File: src/rtl/fir_sample_sequencer.sv
//------------------------------------------------------------------------------
// Module   : fir_sample_sequencer
// Brief    : Sample FIFO feeding a time-multiplexed FIR; presents samples on the
//            FIR capture phase, flags fresh results. Option: FIR_SEQ_FREERUN_EN.
// Revision : 1.0
//------------------------------------------------------------------------------
`default_nettype none

module fir_sample_sequencer #(
    parameter int WIDTH = 24,
    parameter int TAPS  = 128,
    parameter int DEPTH = 4
) (
    input  logic                       clk,
    input  logic                       rst_n,
    input  logic [WIDTH-1:0]           s_data,
    input  logic                       s_valid,
    output logic                       s_ready,
    output logic [WIDTH-1:0]           fir_sig,
    output logic                       fir_ready,
    output logic                       result_stb,
    output logic                       underrun,
    output logic [$clog2(DEPTH):0]     level
);

    localparam int PW = $clog2(TAPS);
    localparam int AW = $clog2(DEPTH);
    localparam int LW = AW + 1;
    localparam logic [PW-1:0] c_PHASE_LAST = PW'(TAPS - 1);
    localparam logic [LW-1:0] c_LEVEL_FULL = LW'(DEPTH);

    logic             r_en;
    logic [PW-1:0]    r_phase;
    logic [AW-1:0]    r_wptr;
    logic [AW-1:0]    r_rptr;
    logic [LW-1:0]    r_level;
    logic             r_primed;
    logic             r_stb;
    logic [WIDTH-1:0] r_mem [DEPTH];

    logic w_empty;
    logic w_full;
    logic w_at_end;
    logic w_fir_ready;
    logic w_capture;
    logic w_push;
    logic w_pop;

    assign w_empty  = (r_level == '0);
    assign w_full   = (r_level == c_LEVEL_FULL);
    assign w_at_end = (r_phase == c_PHASE_LAST);

`ifdef FIR_SEQ_FREERUN_EN
    assign w_fir_ready = r_en;
`else
    // Hold the FIR on its capture phase until a real sample is available.
    assign w_fir_ready = r_en && (!w_at_end || !w_empty);
`endif

    assign w_capture = w_fir_ready && w_at_end;
    assign w_pop     = w_capture && !w_empty;
    assign w_push    = s_valid && !w_full;

    assign s_ready    = !w_full;
    assign fir_ready  = w_fir_ready;
    assign fir_sig    = w_empty ? '0 : r_mem[r_rptr];
    assign result_stb = r_stb;
    assign level      = r_level;

    always_ff @(posedge clk) begin
        if (w_push) begin
            r_mem[r_wptr] <= s_data;
        end
    end

    always_ff @(posedge clk or negedge rst_n) begin
        if (!rst_n) begin
            r_en     <= 1'b0;
            r_phase  <= c_PHASE_LAST;
            r_wptr   <= '0;
            r_rptr   <= '0;
            r_level  <= '0;
            r_primed <= 1'b0;
            r_stb    <= 1'b0;
        end else begin
            r_en <= 1'b1;
            if (w_fir_ready) begin
                r_phase <= r_phase + PW'(1);
            end
            if (w_push) begin
                r_wptr <= r_wptr + AW'(1);
            end
            if (w_pop) begin
                r_rptr <= r_rptr + AW'(1);
            end
            r_level <= r_level + LW'(w_push) - LW'(w_pop);
            // The first capture after reset yields the FIR's stale accumulator.
            if (w_capture) begin
                r_stb    <= r_primed;
                r_primed <= 1'b1;
            end else begin
                r_stb    <= 1'b0;
            end
        end
    end

`ifdef FIR_SEQ_FREERUN_EN
    logic r_underrun;

    always_ff @(posedge clk or negedge rst_n) begin
        if (!rst_n) begin
            r_underrun <= 1'b0;
        end else if (w_capture && w_empty) begin
            r_underrun <= 1'b1;
        end
    end

    assign underrun = r_underrun;
`else
    assign underrun = 1'b0;
`endif

endmodule

`default_nettype wire

File: config.mk
export PLATFORM = sky130hd
export DESIGN_NAME = fir_sample_sequencer
export DESIGN_NICKNAME = d
export VERILOG_FILES = /design/src/rtl/fir_sample_sequencer.sv
export SDC_FILE = /design/constraint.sdc
export NUM_CORES = 1
export LEC_CHECK = 0
export CORE_AREA = 2 2 120 122
export DETAILED_ROUTE_END_ITERATION = 8
export DIE_AREA = 0 0 122 124
export HOLD_SLACK_MARGIN = 0.05
export PLACE_DENSITY = 0.62
export SLEW_MARGIN = 20
export SYNTH_ARGS = -nofsm -noshare
export SYNTH_HDL_FRONTEND = slang
export SYNTH_SLANG_ARGS = --single-unit
File: constraint.sdc
create_clock -name clk -period 3.6 [get_ports clk]
set_input_delay 0.54 -clock clk [delete_from_list [all_inputs] [get_ports clk]]
set_output_delay 0.54 -clock clk [all_outputs]
set_load 0.01 [all_outputs]
; Yosys cells after proc, flatten, opt, wreduce, memory -nomap -nowiden
; Memory sizes are Yosys's and may differ from the RTL's.
; Cells that the tools add are included.
[totals]
regBits = 17
ram_bits = 96
inputBits = 27
out_inout_bits = 31
elab_cells = 28
memories = 1
[classes]
add_sub_neg = 5
eq_ne = 2
mux = 4
reduce_logical = 9
[memory_table]
columns = memory, depth, word_bits, read_ports, rd_ports_with_merged_regs, wr, line_no
row1 = r_mem, 4, 24, 1, 0, 1, 39  ; logic [WIDTH-1:0] r_mem [DEPTH];
[ops]
columns = cell, count
row1 = 2-to-1 mux 24 bit, 1
row2 = adder 7 x 1 -> 7 bit (second input constant), 1
row3 = equality test 7 bit (second input constant), 1
row4 = adder 2 x 1 -> 2 bit (second input constant), 2
row5 = logical AND 1 bit, 4
row6 = adder 3 x 1 -> 3 bit, 1
row7 = equality test 3 bit (second input constant), 1
row8 = zero test 1 bit, 3
row9 = zero test 3 bit, 1
row10 = 2-to-1 mux 1 bit, 3
row11 = subtractor 3 x 1 -> 3 bit, 1
row12 = logical OR 1 bit, 1

; Depth between registers and ports, before layout
; Gate-level depths: netlist of the first run.
[logic_depth]
word_depth = 7
mapped_depth = 10
depth_no_buf = 9

; Worst setup path before layout of the first run
; Ideal clock, no wire load.
[synth_path]
path_kind = register -> register
from = reg r_level[2], in the netlist level[2]
to = reg r_level[2], in the netlist level[2]
setup_ps = 126
arrival_time_ps = 2254
required_time_ps = 3474
setup_slack_ps = 1220
stages_incl_launch_ff = 10
path_buffers = 1
synth_period_minus_slack_ps = 2380
cell_sequence = dfrtp_1 > or3_4 > and4_1 > clkbuf_1 > ha_1 > inv_1 > ha_1 > fa_1 > xor2_1 > xnor2_1
[synth_via]
elab_chain_cells = 7
elab_cells_between_ends = 11
classes_between = add/sub: 2 / eq/ne: 1 / reduce/logical: 8
[synth_lines]
columns = item, line_no
row1 = start: declaration, 36  ; logic [LW-1:0] r_level;
row2 = start signal: assignment, 96  ; r_level <= r_level + LW'(w_push) - LW'(w_pop);
row3 = zero test 3 bit *, 49  ; assign w_empty = (r_level == '0);
row4 = zero test 1 bit *, "57, 61"
row5 = logical OR 1 bit, 57  ; assign w_fir_ready = r_en && (!w_at_end || !w_empty);
row6 = logical AND 1 bit, 57
row7 = logical AND 1 bit, 60  ; assign w_capture = w_fir_ready && w_at_end;
row8 = logical AND 1 bit *, 61  ; assign w_pop = w_capture && !w_empty;
row9 = via w_pop, 47  ; logic w_pop;
row10 = subtractor 3 x 1 -> 3 bit *, 96
; Mark *: on every way through the listed nets, which the timed path passes. The rest lies on a longest branch.
; A chain may end at the register's enable or synchronous reset.

; Worst setup path after layout of the first run
[layout_path]
from = reg r_rptr[0]
to = out fir_sig[23]
[layout_via]
elab_chain_cells = 2
[layout_lines]
columns = item, line_no
row1 = start: declaration, 35  ; logic [AW-1:0] r_rptr;
row2 = start signal: assignment, 94  ; r_rptr <= r_rptr + AW'(1);
row3 = memory read (4 x 24 bit), --
row4 = 2-to-1 mux 24 bit, 66  ; assign fir_sig = w_empty ? '0 : r_mem[r_rptr];
row5 = end: declaration, 19  ; output logic [WIDTH-1:0] fir_sig,
; Every way passes these cells.

==> flow_summary.json, run 1 <==
{
  "grt_max_degree": 31,
  "synth_cell_types": 29,
  "clock_latency_ns": 0.41,
  "maxSlewHeadroom_pct": 44.7,
  "syn-cell-area_um2": 4510,
  "clock_path_buffers": 2,
  "rsz0062_at_grt": "false",
  "syn_inst": 229,
  "fin_worst_skew_ns": 0.00684,
  "remaining_drc_errors": 0,
  "postCtsHoldBufs": 0,
  "core_area_um2": 13700,
  "vias_per_cell": 4.61,
  "cts_tree": "yes",
  "finalCritPeriodShare_pct": 83.4,
  "min_period_ns": 3.00,
  "critPathSlowestCell": "dfrtp_2",
  "cpPeakStageDelay_ns": 0.62,
  "ys_seq_elements": 113,
  "p_total_w": 0.00443,
  "status": "completed",
  "vdd_drop_max_mv": 0.450,
  "cp_max_fo": 16,
  "synthesis.nets": 264,
  "worstSetupPathType": "flop to output port",
  "fin_setup_tns_ns": 0,
  "post_cts_resized": 0,
  "io_pins": 58,
  "critical_path_required_ns": 3.06,
  "crit_chain": "buf_12, mux4_2, and2_1, clkdlybuf4s50_1",
  "die_h_um": 124,
  "power.density_nw_per_um2": 750,
  "grt_pass1_vias": 2435,
  "floorplan.die_area_um2": 15100,
  "drt_first_pass_iters": 4,
  "grt_pass1_wl_mm": 13.0,
  "post_cts_buffers": 0,
  "port_buffers": 56,
  "seq_area_frac_synth_pct": 73.6,
  "drive_above_1_share_pct": 22.8,
  "globalplace.congestion": 0.677,
  "vias": 2270,
  "htreeDepth": 4,
  "cts-root-buf": "clkbuf_16",
  "fin_nets": 334,
  "initial_core_util_pct": 32.8,
  "num_antenna_cells": 0,
  "slew_violations": 0,
  "worstSetupStartpointType": "flop",
  "syn_area_per_cell_um2": 19.7,
  "wl_per_cell_um": 16.7,
  "power_leakage_nw": 2.03,
  "max_freq_ghz": 0.333,
  "cts_num_sinks": 113,
  "drt_iter0_markers": 158,
  "critPathCaptureType": "output port",
  "drt_wl_total_mm": 8.23,
  "antenna_found_initial": 0,
  "area_growth_pct": 31.1,
  "dp_hpwl_mm": 4.98,
  "cts_made_buffers": 17,
  "yosysWarnings": 0,
  "rows": 43,
  "hold_viol": 0,
  "crit_arrival_ns": 2.46,
  "hold_path_class": "flop to flop",
  "path_clk_slew_ns": 0.06,
  "ant_nets": 0,
  "die_w_um": 122,
  "setup_viol": 0,
  "maxCapViolations": 0,
  "worstMarginPinSlew_ns": 0.827,
  "track_usage_pct": 12.1,
  "grt.overflow.total": 0
}
-- report_power, final --
part | total, W | internal, W | switching [W]
registers | 0.00188 | 0.00177 | 0.000110
logic | 0.000854 | 0.000426 | 0.000428
clock network | 0.00170 | 0.00109 | 0.000605
-- final timing paths --
check	from	end	slack [ns]	cells past startpoint
min reg2reg	r_primed$_DFFE_PN0N_	r_primed$_DFFE_PN0N_	0.46	1
max	r_rptr[0]$_DFFE_PN0P_	fir_sig[23]	0.60	4
min in group asynchronous	rst_n	level[2]$_DFF_PN0_	0.61	1
max in group asynchronous	rst_n	r_rptr[0]$_DFFE_PN0P_	2.42	1
max reg2reg	level[1]$_DFF_PN0_	level[2]$_DFF_PN0_	1.04	8
min	r_primed$_DFFE_PN0N_	r_primed$_DFFE_PN0N_	0.46	1
-- metal layers --
layer	part of all wire [%]	track usage, %
met3	5.0	3.34
met2	48	18.8
met4	2.0	7.76
met1	45	15.1
met5	0	0
-- placed cells by master (no fill, tap or decap), types with 2 or more instances in the layout --
master,count
a21oi_1,5
and2_1,26
and3_1,10
buf_12,2
buf_4,4
bufinv_16,3
clkbuf_16,17
clkdlybuf4s50_1,56
clkinv_4,4
clkinvlp_4,4
conb_1,2
dfrtp_1,9
dfstp_2,7
edfxtp_1,96
ha_1,7
inv_1,7
inv_6,3
mux2_1,2
mux4_2,24
nand3_1,2
o311ai_1,2
xnor2_1,5
xor2_1,3
-- worst max-delay path, delay by kind of cell (launching register included) --
kind / cells / cell delay (ns)
DFF: 1 / 0.62
muxes: 1 / 0.53
and+or+nand+nor: 1 / 0.18
buffers and inverters: 2 / 0.71
-- stage by stage --
stage          util, %  area (µm²)  instances  hold WS, ns  setup slack, ns
6_report          43.1        5910        492        0.461            0.598
5_1_grt           43.1        5910        492        0.490            0.443
4_1_cts           43.1        5910        492        0.467            0.528
3_5_place_dp      38.6        5300        460        0.451            0.972
3_3_place_gp      38.6        5300        460        0.440            0.997
2_1_floorplan        -        4510        229        0.244             1.22
-- logic make-up after synthesis --
kind of cell             count (synthesis)  synth area share [%]
adder cells (fa/ha/maj)                  8                  2.39
XOR/XNOR                                 8                  1.56
multiplexers                            26                  12.5
other                                    2                 0.167
AND/OR/NAND/NOR                         46                  6.50
buffers and inverters                   18                  2.06
flip-flops                             113                  73.6
AO/OA/AOI/OAI                            8                  1.22
-- Yosys cell counts --
library cell  count  area share [%]
edfxtp_1         96              64
and2_1           26             3.6
mux4_2           24              12
and3_1           10             1.4
dfrtp_1          10             5.6
dfstp_2           7             4.1
ha_1              7             1.9
inv_1             7            0.58
a21oi_1           5            0.56
xnor2_1           5            0.97
buf_4             4            0.67
clkbuf_1          4            0.33
xor2_1            3            0.58
buf_2             2            0.22
conb_1            2            0.17
mux2_1            2            0.50
nand3_1           2            0.22
o311ai_1          2            0.39
and4_1            1            0.19
buf_6             1            0.25
fa_1              1            0.44
nand2_1           1           0.083
nor2_1            1           0.083
nor4b_1           1            0.19
o31ai_2           1            0.28
or2_1             1            0.14
or3_1             1            0.14
or3_4             1            0.25
or3b_1            1            0.19
-- state kept, by name, indices dropped and copies added, names as in the netlist --
name / flops
r_primed: 1
result_stb: 1
r_en: 1
r_wptr: 2
r_mem: 96
level: 3
r_phase: 7
r_rptr: 2
-- area by class of cell --
type / count / area (µm²)
Inverter: 7 / 26.3
Clock buffer: 17 / 425
Clock inverter: 15 / 185
Fill cell: 1226 / 7810
Sequential cell: 113 / 3320
Tap cell: 180 / 225
Multi-Input combinational cell: 98 / 1100
Timing Repair Buffer: 62 / 631
No activity file was read; power rests on OpenSTA's default activity.
==> run 2, diff against run 1 <==
Clock period 3.6 ns to 2.85 ns, I/O delays scaled along.
==> flow_summary.json, run 2 (same netlist as run 1, synthesis figures left out) <==
{
  "worstSetupPathType": "flop to output port",
  "p_total_w": 0.00567,
  "critical_path_required_ns": 2.42,
  "rows": 43,
  "clock_path_buffers": 2,
  "antenna_found_initial": 1,
  "clock_latency_ns": 0.40,
  "maxSlewHeadroom_pct": 48.1,
  "htreeDepth": 4,
  "wl_per_cell_um": 17.0,
  "slew_violations": 0,
  "reg2regPathDepth": 8,
  "port_buffers": 56,
  "largest_reg_flops": 96,
  "setup_viol": 0,
  "min_to": "r_primed$_DFFE_PN0N_",
  "grt_pass1_vias": 2515,
  "cp_max_fo": 11,
  "drt_wl_total_mm": 8.45,
  "final_cell_mix": "edfxtp_1 (96), clkdlybuf4s50_1 (56), and2_1 (26)",
  "floorplan.die_area_um2": 15100,
  "vias_per_cell": 4.57,
  "r2r_slack_ns": 0.37,
  "fin_nets": 339,
  "power_leakage_nw": 2.06,
  "drt_first_pass_iters": 4,
  "core_area_um2": 13700,
  "hold_path_class": "flop to flop",
  "finalCritPeriodShare_pct": 94.1,
  "path_buf_inv": 2,
  "initial_core_util_pct": 32.8,
  "grt_util_met2_pct": 19.2,
  "area_growth_pct": 32.5,
  "vdd_drop_max_mv": 0.449,
  "vias": 2271,
  "drive_above_1_share_pct": 23.7,
  "path_clk_slew_ns": 0.05,
  "drt_iter0_markers": 125,
  "crit_chain": "buf_12, mux4_2, and2_1, clkdlybuf4s50_1",
  "worstMarginPinSlew_ns": 0.776,
  "num_antenna_cells": 0,
  "hold_depth": 1,
  "min_period_ns": 2.68,
  "final_cells": 497,
  "met3_usage_pct": 4.49,
  "grt_max_degree": 25,
  "maxCapViolations": 0,
  "status": "completed",
  "track_usage_pct": 12.4,
  "reg2reg_from": "level[2]$_DFF_PN0_",
  "worstSetupStartpointType": "flop",
  "io_pins": 58,
  "placedCellCount": 463,
  "regMostFlops": "r_mem",
  "critPathSlowestCell": "dfrtp_4",
  "cts_tree": "yes",
  "remaining_drc_errors": 0,
  "die_w_um": 122,
  "die_h_um": 124,
  "critPathCaptureType": "output port",
  "busiest_layer": "met2",
  "globalplace.congestion": 0.710,
  "rr_endpoint": "level[2]$_DFF_PN0_",
  "cts-root-buf": "clkbuf_16",
  "rsz0062_at_grt": "false",
  "cts_made_buffers": 17,
  "cts_num_sinks": 113,
  "grt.met1_usage_pct": 15.9,
  "max_freq_ghz": 0.373,
  "hp-start": "r_primed$_DFFE_PN0N_",
  "dp_hpwl_mm": 5.19,
  "power.density_nw_per_um2": 950,
  "fin_setup_tns_ns": 0,
  "postCtsHoldBufs": 0,
  "hold_viol": 0,
  "grt_pass1_wl_mm": 13.4,
  "grt.overflow.total": 0,
  "crit_arrival_ns": 2.25,
  "cpPeakStageDelay_ns": 0.50,
  "cpLargestDelayFamily": "buffers and inverters",
  "fin_worst_skew_ns": 0.00766,
  "layout_commonest_cell": "edfxtp_1",
  "ant_nets": 0
}
[run 2: cell types whose count changed in the layout (fill, tap and decap cells not counted), sizes merged]
cell / change
inv: -2
bufinv: +1
buf: +5
clkbuf: +1
[run 2: what timing repair did]
item	4_1_cts	5_1_grt
gates resized for setup	1	2
gates cloned	0	0
buffers inserted	2	0
endpoints found under the setup margin	15	1
[run 2: layout make-up]
type                       instances  area [µm²]
timing repair buffer              67         668
clock inverter                    14         189
sequential                       113        3320
fill                            1214        7750
inverter                           7        26.3
tap                              180         225
clock buffer                      18         429
multi-input combinational         98        1110
[run 2: worst max path at each step]
stage	endpoint	from	cells after the start	slack, ns
2_1_floorplan	level[2]$_DFF_PN0_	level[2]$_DFF_PN0_	9	0.47
3_3_place_gp	fir_sig[11]	r_rptr[0]$_DFFE_PN0P_	4	0.35
3_5_place_dp	fir_sig[11]	r_rptr[0]$_DFFE_PN0P_	4	0.34
4_1_cts	fir_ready	r_phase[0]$_DFFE_PN1N_	5	0.03
5_1_grt	fir_ready	r_phase[0]$_DFFE_PN1N_	5	0.03
6_report	fir_sig[11]	r_rptr[0]$_DFFE_PN0P_	4	0.17
[run 2: routing by layer]
metal / vias to the layer above / part of all wire, %
met5: - / 0.19
met3: 9 / 5.5
met4: 2 / 0.98
li1: 1039 / -
met1: 1164 / 45
met2: 57 / 48
[run 2: through the flow]
| step | hold WS (ns) | area (µm²) | worst slack, ns | util, % |
|---|---|---|---|---|
| detailed placement | 0.447 | 5310 | 0.342 | 38.7 |
| global route | 0.487 | 5970 | 0.0253 | 43.5 |
| floorplan | 0.132 | 4510 | 0.470 | - |
| CTS | 0.462 | 5950 | 0.0251 | 43.4 |
| global placement | 0.447 | 5310 | 0.347 | 38.7 |
| finish | 0.459 | 5970 | 0.170 | 43.5 |
[run 2: power by group]
part	internal (W)	switching (W)
Clock	0.00146	0.000715
Sequential	0.00223	0.000148
Combinational	0.000550	0.000563
[run 2: worst reg2reg max path: stages (launching register included)]
cell	delay, ns
dfrtp_1	0.41
or3_4	0.50
and4_1	0.28
ha_1	0.29
inv_1	0.03
ha_1	0.18
fa_1	0.37
xor2_1	0.16
xnor2_1	0.13
